### src/rtl/bbus_pkg.sv
// Shared types and defaults for the BBUS debug-access protocol.
// The debug bus is as wide as the core's general-purpose registers.
package bbus_pkg;

  localparam int unsigned REG_WIDTH      = 32;
  localparam int unsigned DEF_ADDR_WIDTH = REG_WIDTH;
  localparam int unsigned DEF_DATA_WIDTH = REG_WIDTH;
  localparam int unsigned DEF_TIMEOUT    = 16;

  typedef enum logic [1:0] {
    IDLE = 2'd0,
    RD   = 2'd1,
    WR   = 2'd2,
    RSP  = 2'd3
  } bbus_state_e;

  // Command and response payloads at the default bus width
  typedef struct packed {
    logic                      write;
    logic [DEF_ADDR_WIDTH-1:0] addr;
    logic [DEF_DATA_WIDTH-1:0] data;
  } bbus_cmd_t;

  typedef struct packed {
    logic [DEF_DATA_WIDTH-1:0] data;
    logic                      err;
  } bbus_rsp_t;

  // Counter width able to hold 0..t-1, never narrower than one bit
  function automatic int unsigned cnt_width(input int unsigned t);
    return (t > 1) ? $clog2(t) : 1;
  endfunction

endpackage

### src/rtl/bbus_timeout.sv
// Ack-wait timer for bus masters: counts enabled cycles from a clear and
// flags the cycle in which the count reaches TIMEOUT-1.
module bbus_timeout
  import bbus_pkg::*;
#(
  parameter int unsigned TIMEOUT = DEF_TIMEOUT
) (
  input  logic clk,
  input  logic rst_n,
  input  logic clear,
  input  logic en,
  output logic expire_c
);

  localparam int unsigned          CNT_W = cnt_width(TIMEOUT);
  localparam logic [CNT_W-1:0]     LAST  = CNT_W'(TIMEOUT - 1);

  logic [CNT_W-1:0] cnt;

  // Saturates at LAST so a stray enable cannot wrap the count
  always_ff @(posedge clk or negedge rst_n) begin
    if (!rst_n) begin
      cnt <= '0;
    end else if (clear) begin
      cnt <= '0;
    end else if (en && !expire_c) begin
      cnt <= cnt + CNT_W'(1);
    end
  end

  assign expire_c = (cnt == LAST);

endmodule

### src/rtl/bbus_dbg_master.sv
// BBUS debug-access initiator: one bus transaction per accepted command,
// ack wait bounded by a timeout, result returned on a valid/ready channel.
module bbus_dbg_master
  import bbus_pkg::*;
#(
  parameter int unsigned ADDR_WIDTH = DEF_ADDR_WIDTH,
  parameter int unsigned DATA_WIDTH = DEF_DATA_WIDTH,
  parameter int unsigned TIMEOUT    = DEF_TIMEOUT
) (
  input  logic                  clk,
  input  logic                  rst_n,
  // command channel
  input  logic                  cmd_valid,
  output logic                  cmd_ready,
  input  logic                  cmd_write,
  input  logic [ADDR_WIDTH-1:0] cmd_addr,
  input  logic [DATA_WIDTH-1:0] cmd_data,
  // response channel
  output logic                  rsp_valid,
  input  logic                  rsp_ready,
  output logic [DATA_WIDTH-1:0] rsp_data,
  output logic                  rsp_err,
  // debug bus
  output logic                  dbg_read_en,
  output logic                  dbg_write_en,
  output logic [ADDR_WIDTH-1:0] dbg_addr,
  output logic [DATA_WIDTH-1:0] dbg_wdata,
  input  logic [DATA_WIDTH-1:0] dbg_rdata,
  input  logic                  dbg_read_ack,
  input  logic                  dbg_write_ack
);

  bbus_state_e           state_q, state_d;
  logic                  cmd_ready_d;
  logic                  rsp_valid_d;
  logic [DATA_WIDTH-1:0] rsp_data_d;
  logic                  rsp_err_d;
  logic                  read_en_d;
  logic                  write_en_d;
  logic [ADDR_WIDTH-1:0] addr_d;
  logic [DATA_WIDTH-1:0] wdata_d;
  logic                  tmo_clear;
  logic                  tmo_en;
  logic                  tmo_expire_c;
  logic                  bus_ack;

  bbus_timeout #(
    .TIMEOUT (TIMEOUT)
  ) u_timeout (
    .clk      (clk),
    .rst_n    (rst_n),
    .clear    (tmo_clear),
    .en       (tmo_en),
    .expire_c (tmo_expire_c)
  );

  // Only the ack matching the active enable is meaningful
  assign bus_ack = (state_q == RD) ? dbg_read_ack : dbg_write_ack;

  always_ff @(posedge clk or negedge rst_n) begin
    if (!rst_n) begin
      state_q      <= IDLE;
      cmd_ready    <= 1'b1;
      rsp_valid    <= 1'b0;
      rsp_data     <= '0;
      rsp_err      <= 1'b0;
      dbg_read_en  <= 1'b0;
      dbg_write_en <= 1'b0;
      dbg_addr     <= '0;
      dbg_wdata    <= '0;
    end else begin
      state_q      <= state_d;
      cmd_ready    <= cmd_ready_d;
      rsp_valid    <= rsp_valid_d;
      rsp_data     <= rsp_data_d;
      rsp_err      <= rsp_err_d;
      dbg_read_en  <= read_en_d;
      dbg_write_en <= write_en_d;
      dbg_addr     <= addr_d;
      dbg_wdata    <= wdata_d;
    end
  end

  always_comb begin
    state_d     = state_q;
    cmd_ready_d = cmd_ready;
    rsp_valid_d = rsp_valid;
    rsp_data_d  = rsp_data;
    rsp_err_d   = rsp_err;
    read_en_d   = dbg_read_en;
    write_en_d  = dbg_write_en;
    addr_d      = dbg_addr;
    wdata_d     = dbg_wdata;
    tmo_clear   = 1'b0;
    tmo_en      = 1'b0;

    case (state_q)
      IDLE: begin
        cmd_ready_d = 1'b1;
        read_en_d   = 1'b0;
        write_en_d  = 1'b0;
        if (cmd_valid) begin
          cmd_ready_d = 1'b0;
          addr_d      = cmd_addr;
          wdata_d     = cmd_data;
          tmo_clear   = 1'b1;
          read_en_d   = !cmd_write;
          write_en_d  = cmd_write;
          state_d     = cmd_write ? WR : RD;
        end
      end

      // An ack in the expiry cycle still counts as success
      RD, WR: begin
        if (bus_ack) begin
          rsp_valid_d = 1'b1;
          rsp_data_d  = (state_q == RD) ? dbg_rdata : '0;
          rsp_err_d   = 1'b0;
          read_en_d   = 1'b0;
          write_en_d  = 1'b0;
          state_d     = RSP;
        end else if (tmo_expire_c) begin
          rsp_valid_d = 1'b1;
          rsp_data_d  = '0;
          rsp_err_d   = 1'b1;
          read_en_d   = 1'b0;
          write_en_d  = 1'b0;
          state_d     = RSP;
        end else begin
          tmo_en = 1'b1;
        end
      end

      RSP: begin
        read_en_d  = 1'b0;
        write_en_d = 1'b0;
        if (rsp_ready) begin
          rsp_valid_d = 1'b0;
          cmd_ready_d = 1'b1;
          state_d     = IDLE;
        end
      end

      default: begin
        state_d     = IDLE;
        cmd_ready_d = 1'b1;
        rsp_valid_d = 1'b0;
        read_en_d   = 1'b0;
        write_en_d  = 1'b0;
      end
    endcase
  end

endmodule
### config.mk
export PLATFORM = sky130hd
export DESIGN_NAME = bbus_dbg_master
export DESIGN_NICKNAME = d
export VERILOG_FILES = /design/src/rtl/bbus_pkg.sv /design/src/rtl/bbus_timeout.sv /design/src/rtl/bbus_dbg_master.sv
export SDC_FILE = /design/constraint.sdc
export NUM_CORES = 1
export LEC_CHECK = 0
export ABC_CLOCK_PERIOD_IN_PS = 1820
export CAP_MARGIN = 20
export CORE_MARGIN = 2
export CORE_UTILIZATION = 37
export CTS_BUF_LIST = sky130_fd_sc_hd__clkbuf_8 sky130_fd_sc_hd__clkbuf_16
export CTS_CLUSTER_SIZE = 12
export DETAILED_ROUTE_END_ITERATION = 8
export PLACE_DENSITY = 0.83
export SYNTH_ARGS = -nofsm -noshare
export SYNTH_HDL_FRONTEND = slang
export SYNTH_HIERARCHICAL = 1
export SYNTH_SLANG_ARGS = --single-unit
export TNS_END_PERCENT = 10
### constraint.sdc
create_clock -name clk -period 1.82 [get_ports clk]
set_input_delay 0.182 -clock clk [delete_from_list [all_inputs] [get_ports clk]]
set_output_delay 0.182 -clock clk [all_outputs]
set_load 0.005 [all_outputs]
==> impl_metrics.tcl <==
set metrics [dict create \
    fmax_ghz 0.5707 \
    htree_num_levels 3 \
    first_iter_violations 180 \
    ys_seq_area_frac 0.6108 \
    synth_edf_count 0 \
    synth_nets 377 \
    grt_use_met2 0.2811 \
    drc_errors 18 \
    critPathKind "reg2reg" \
    setup_violations 0 \
    end_kind "flop" \
    die-area_um2 12740 \
    area_growth_pct 56.60 \
    fin_nets 587 \
    power.share.clock 0.164 \
    p_leak_nw 2.988 \
    postRouteAntennaNets 0 \
    status "finished with violations" \
    p_comb_frac 0.477 \
    core_um2 11520 \
    worstSkewPairLatency_ns 0.35 \
    r2r_cells 6 \
    syn_avg_cell_area_um2 16.24 \
    worstPathArrival_ns 1.99 \
    min-delay-path-class "in2async" \
    grt.total_usage 0.1676 \
    p_sw_mw 3.338 \
    finalCritPeriodShare 0.9628 \
    maxCapViolations 0 \
    crit_fanout 32 \
    yosys_register_bits 107 \
    cts.sinks 107 \
    synthTopCellsByArea "dfrtp_1 (60%), mux2_4 (14%), a22o_1 (6.4%)" \
    max_stage_delay_ns 0.41 \
    startpoint "state_q[0]" \
    gr-total-overflow 0 \
    synth_most_common_cell "dfrtp_1" \
    p_sw_frac 0.2831 \
    synth_top_area_cell "dfrtp_1" \
    num_vias 3071 \
    p_seq_frac 0.359 \
    cp_slowest_cell "dfrtp_1" \
    drtPass1Iterations 6 \
    max_slew_margin 0.6628 \
    worst_pin_slew_ns 0.5058 \
    pre_cts_ws_ns 0.02299 \
    grt_pass1_vias 3209 \
    vias_per_cell 4.890 \
    antenna_found_initial 0 \
    nFillCells 914 \
    r2r-end "rsp_data[1]" \
    syn_area_um2 4385 \
    rsz0062_at_grt "no" \
    critPathTopFamily "buffers and inverters" \
    finalWirelength_um 10660 \
    cp.required_ns 2.06 \
    synth_common_cells "dfrtp_1 (106), mux2_4 (42), a22o_1 (32)" \
    power.density_nw_per_um2 1717 \
    slew_viol_final 0 \
    synth_top_area_share 0.6049 \
    syn_inst 270 \
    start_util 0.3808 \
    grt_max_degree 97 \
    async_flop_share 1.000 \
    clockBufferDepth 2 \
    port-buffer-count 203 \
    cts_tree "done" \
    cp_num_buf_inv 3 \
    cp_common_cell "buf_4" \
    grt_pass1_wl_um 16750 \
    cts_setup_buffers 0 \
    die_y_um 112.9 \
    cp_cell_sequence "inv_1 -> ha_2 -> buf_4 -> and3_1 -> buf_4 -> a22o_1" \
    timing.rr.start "state_q[0]" \
    grtUsageMet1 0.2078 \
    finalWeightedCongestion 0.8153 \
    timing_hold_violations_final 0 \
    wl_per_cell_um 16.97 \
    rows 39 \
    violations "design-rule violations" \
    cts-root-buf "clkbuf_16" \
    ios 204 \
    rrSetupSlack_ns 0.07 \
    diodes 0 \
    fin_ws_ns 0.06775 \
    ys.warnings.count 6 \
    setup_tns_ns 0 \
    grtUsageMet3 0.05999 \
    skew_ns 0.005491 \
    die_w_um 112.9 \
    drive_gt1_frac 0.2144 \
    cp-start-kind "flop" \
    clk_pin_slew_worst_paths_ns 0.07 \
    place_hpwl_um 7580 \
    grt_busiest_layer "met2" \
    ys.flop_type "dfrtp_1" \
    tritoncts.num_buffers 9 \
    p_int_mw 8.453 \
    synth_cell_types 32 \
    ir_drop_v 0.001194 \
    layout_min_cycle_time_ns 1.752 \
]
==> through the flow <==
stage	hold WS (ns)	power, mW	area [um2]	util	cells
finish	0.2109	11.79	6868	0.5964	628
global route	0.2015	12.47	6868	0.5964	628
CTS	0.2010	11.92	6863	0.5959	628
detailed placement	0.03605	9.899	6559	0.5695	611
global placement	0.03110	9.704	6559	0.5695	611
floorplan	-0.1136	6.877	4397	-	270
==> how the worst max path moves through the flow <==
| stage | cells after the start | to |
|---|---|---|
| floorplan | 6 | u_timeout/cnt[0] |
| global route | 6 | rsp_data[22] |
| global placement | 6 | u_timeout/cnt[0] |
| finish | 6 | rsp_data[1] |
| detailed placement | 6 | u_timeout/cnt[0] |
| CTS | 6 | u_timeout/cnt[0] |
==> registers in the layout, summed over array words and instances, names as in the netlist <==
name,count
dbg_read_en,1
u_timeout/cnt,4
rsp_valid,1
dbg_wdata,32
dbg_addr,32
cmd_ready,1
rsp_data,32
state_q,2
dbg_write_en,1
rsp_err,1
==> final cells by class <==
type | instances | area [um2] | area share
clock buffer | 9 | 225.2 | 0.03279
clock inverter | 7 | 68.82 | 0.01002
inverter | 4 | 16.27 | 0.002368
multi-input combinational | 145 | 1543 | 0.2246
sequential | 107 | 2679 | 0.3901
tap | 143 | 178.9 | 0.02605
timing repair buffer | 213 | 2157 | 0.3141
==> cell usage in the layout (no fill, tap or decap), types with 3 or more instances in the layout <==
master	instances
inv_1	4
nand3_1	4
mux2_4	42
clkinv_2	3
o21ai_0	7
buf_12	4
clkbuf_16	9
nand2_1	4
nor2b_1	3
a22o_1	32
dfrtp_1	106
mux2_2	24
buf_4	6
clkdlybuf4s50_1	202
mux2i_1	4
a21oi_1	4
==> routing by layer <==
metal / part of all wire / up-vias
met3: 0.085 / 11
met2: 0.50 / 129
met4: 0.011 / 0
met1: 0.41 / 1537
met5: 0 / -
li1: - / 1394
==> worst reg2reg max path, stage by stage, from the launching register on <==
cell     delay [ns]
dfrtp_1        0.41
inv_1          0.10
ha_2           0.29
buf_4          0.17
and3_1         0.17
buf_4          0.23
a22o_1         0.29
==> power groups by stage <==
stage	clock (mW)	sequential [mW]	combinational, mW
finish	1.94	4.23	5.62
global route	2.10	4.39	5.98
CTS	2.01	4.24	5.67
detailed placement	0	4.26	5.64
global placement	0	4.21	5.50
floorplan	0	4.29	2.58
==> kinds of logic (layout without fill, tap and decap cells) <==
logic type / Yosys count / in the layout / share of synthesized area
AO/OA/AOI/OAI: 46 / 46 / 0.08531
adder cells (fa/ha/maj): 4 / 4 / 0.01141
buffers and inverters: 18 / 233 / 0.04108
flip-flops: 107 / 107 / 0.6108
multiplexers: 71 / 71 / 0.2168
AND/OR/NAND/NOR: 24 / 24 / 0.03452
==> repair_timing <==
action,CTS,global route
resized for setup,0,2
endpoints found under the setup margin,0,2
hold buffers,1,0
hold endpoints to repair,11,0
Note: power is estimated with default switching activity, not from simulation.
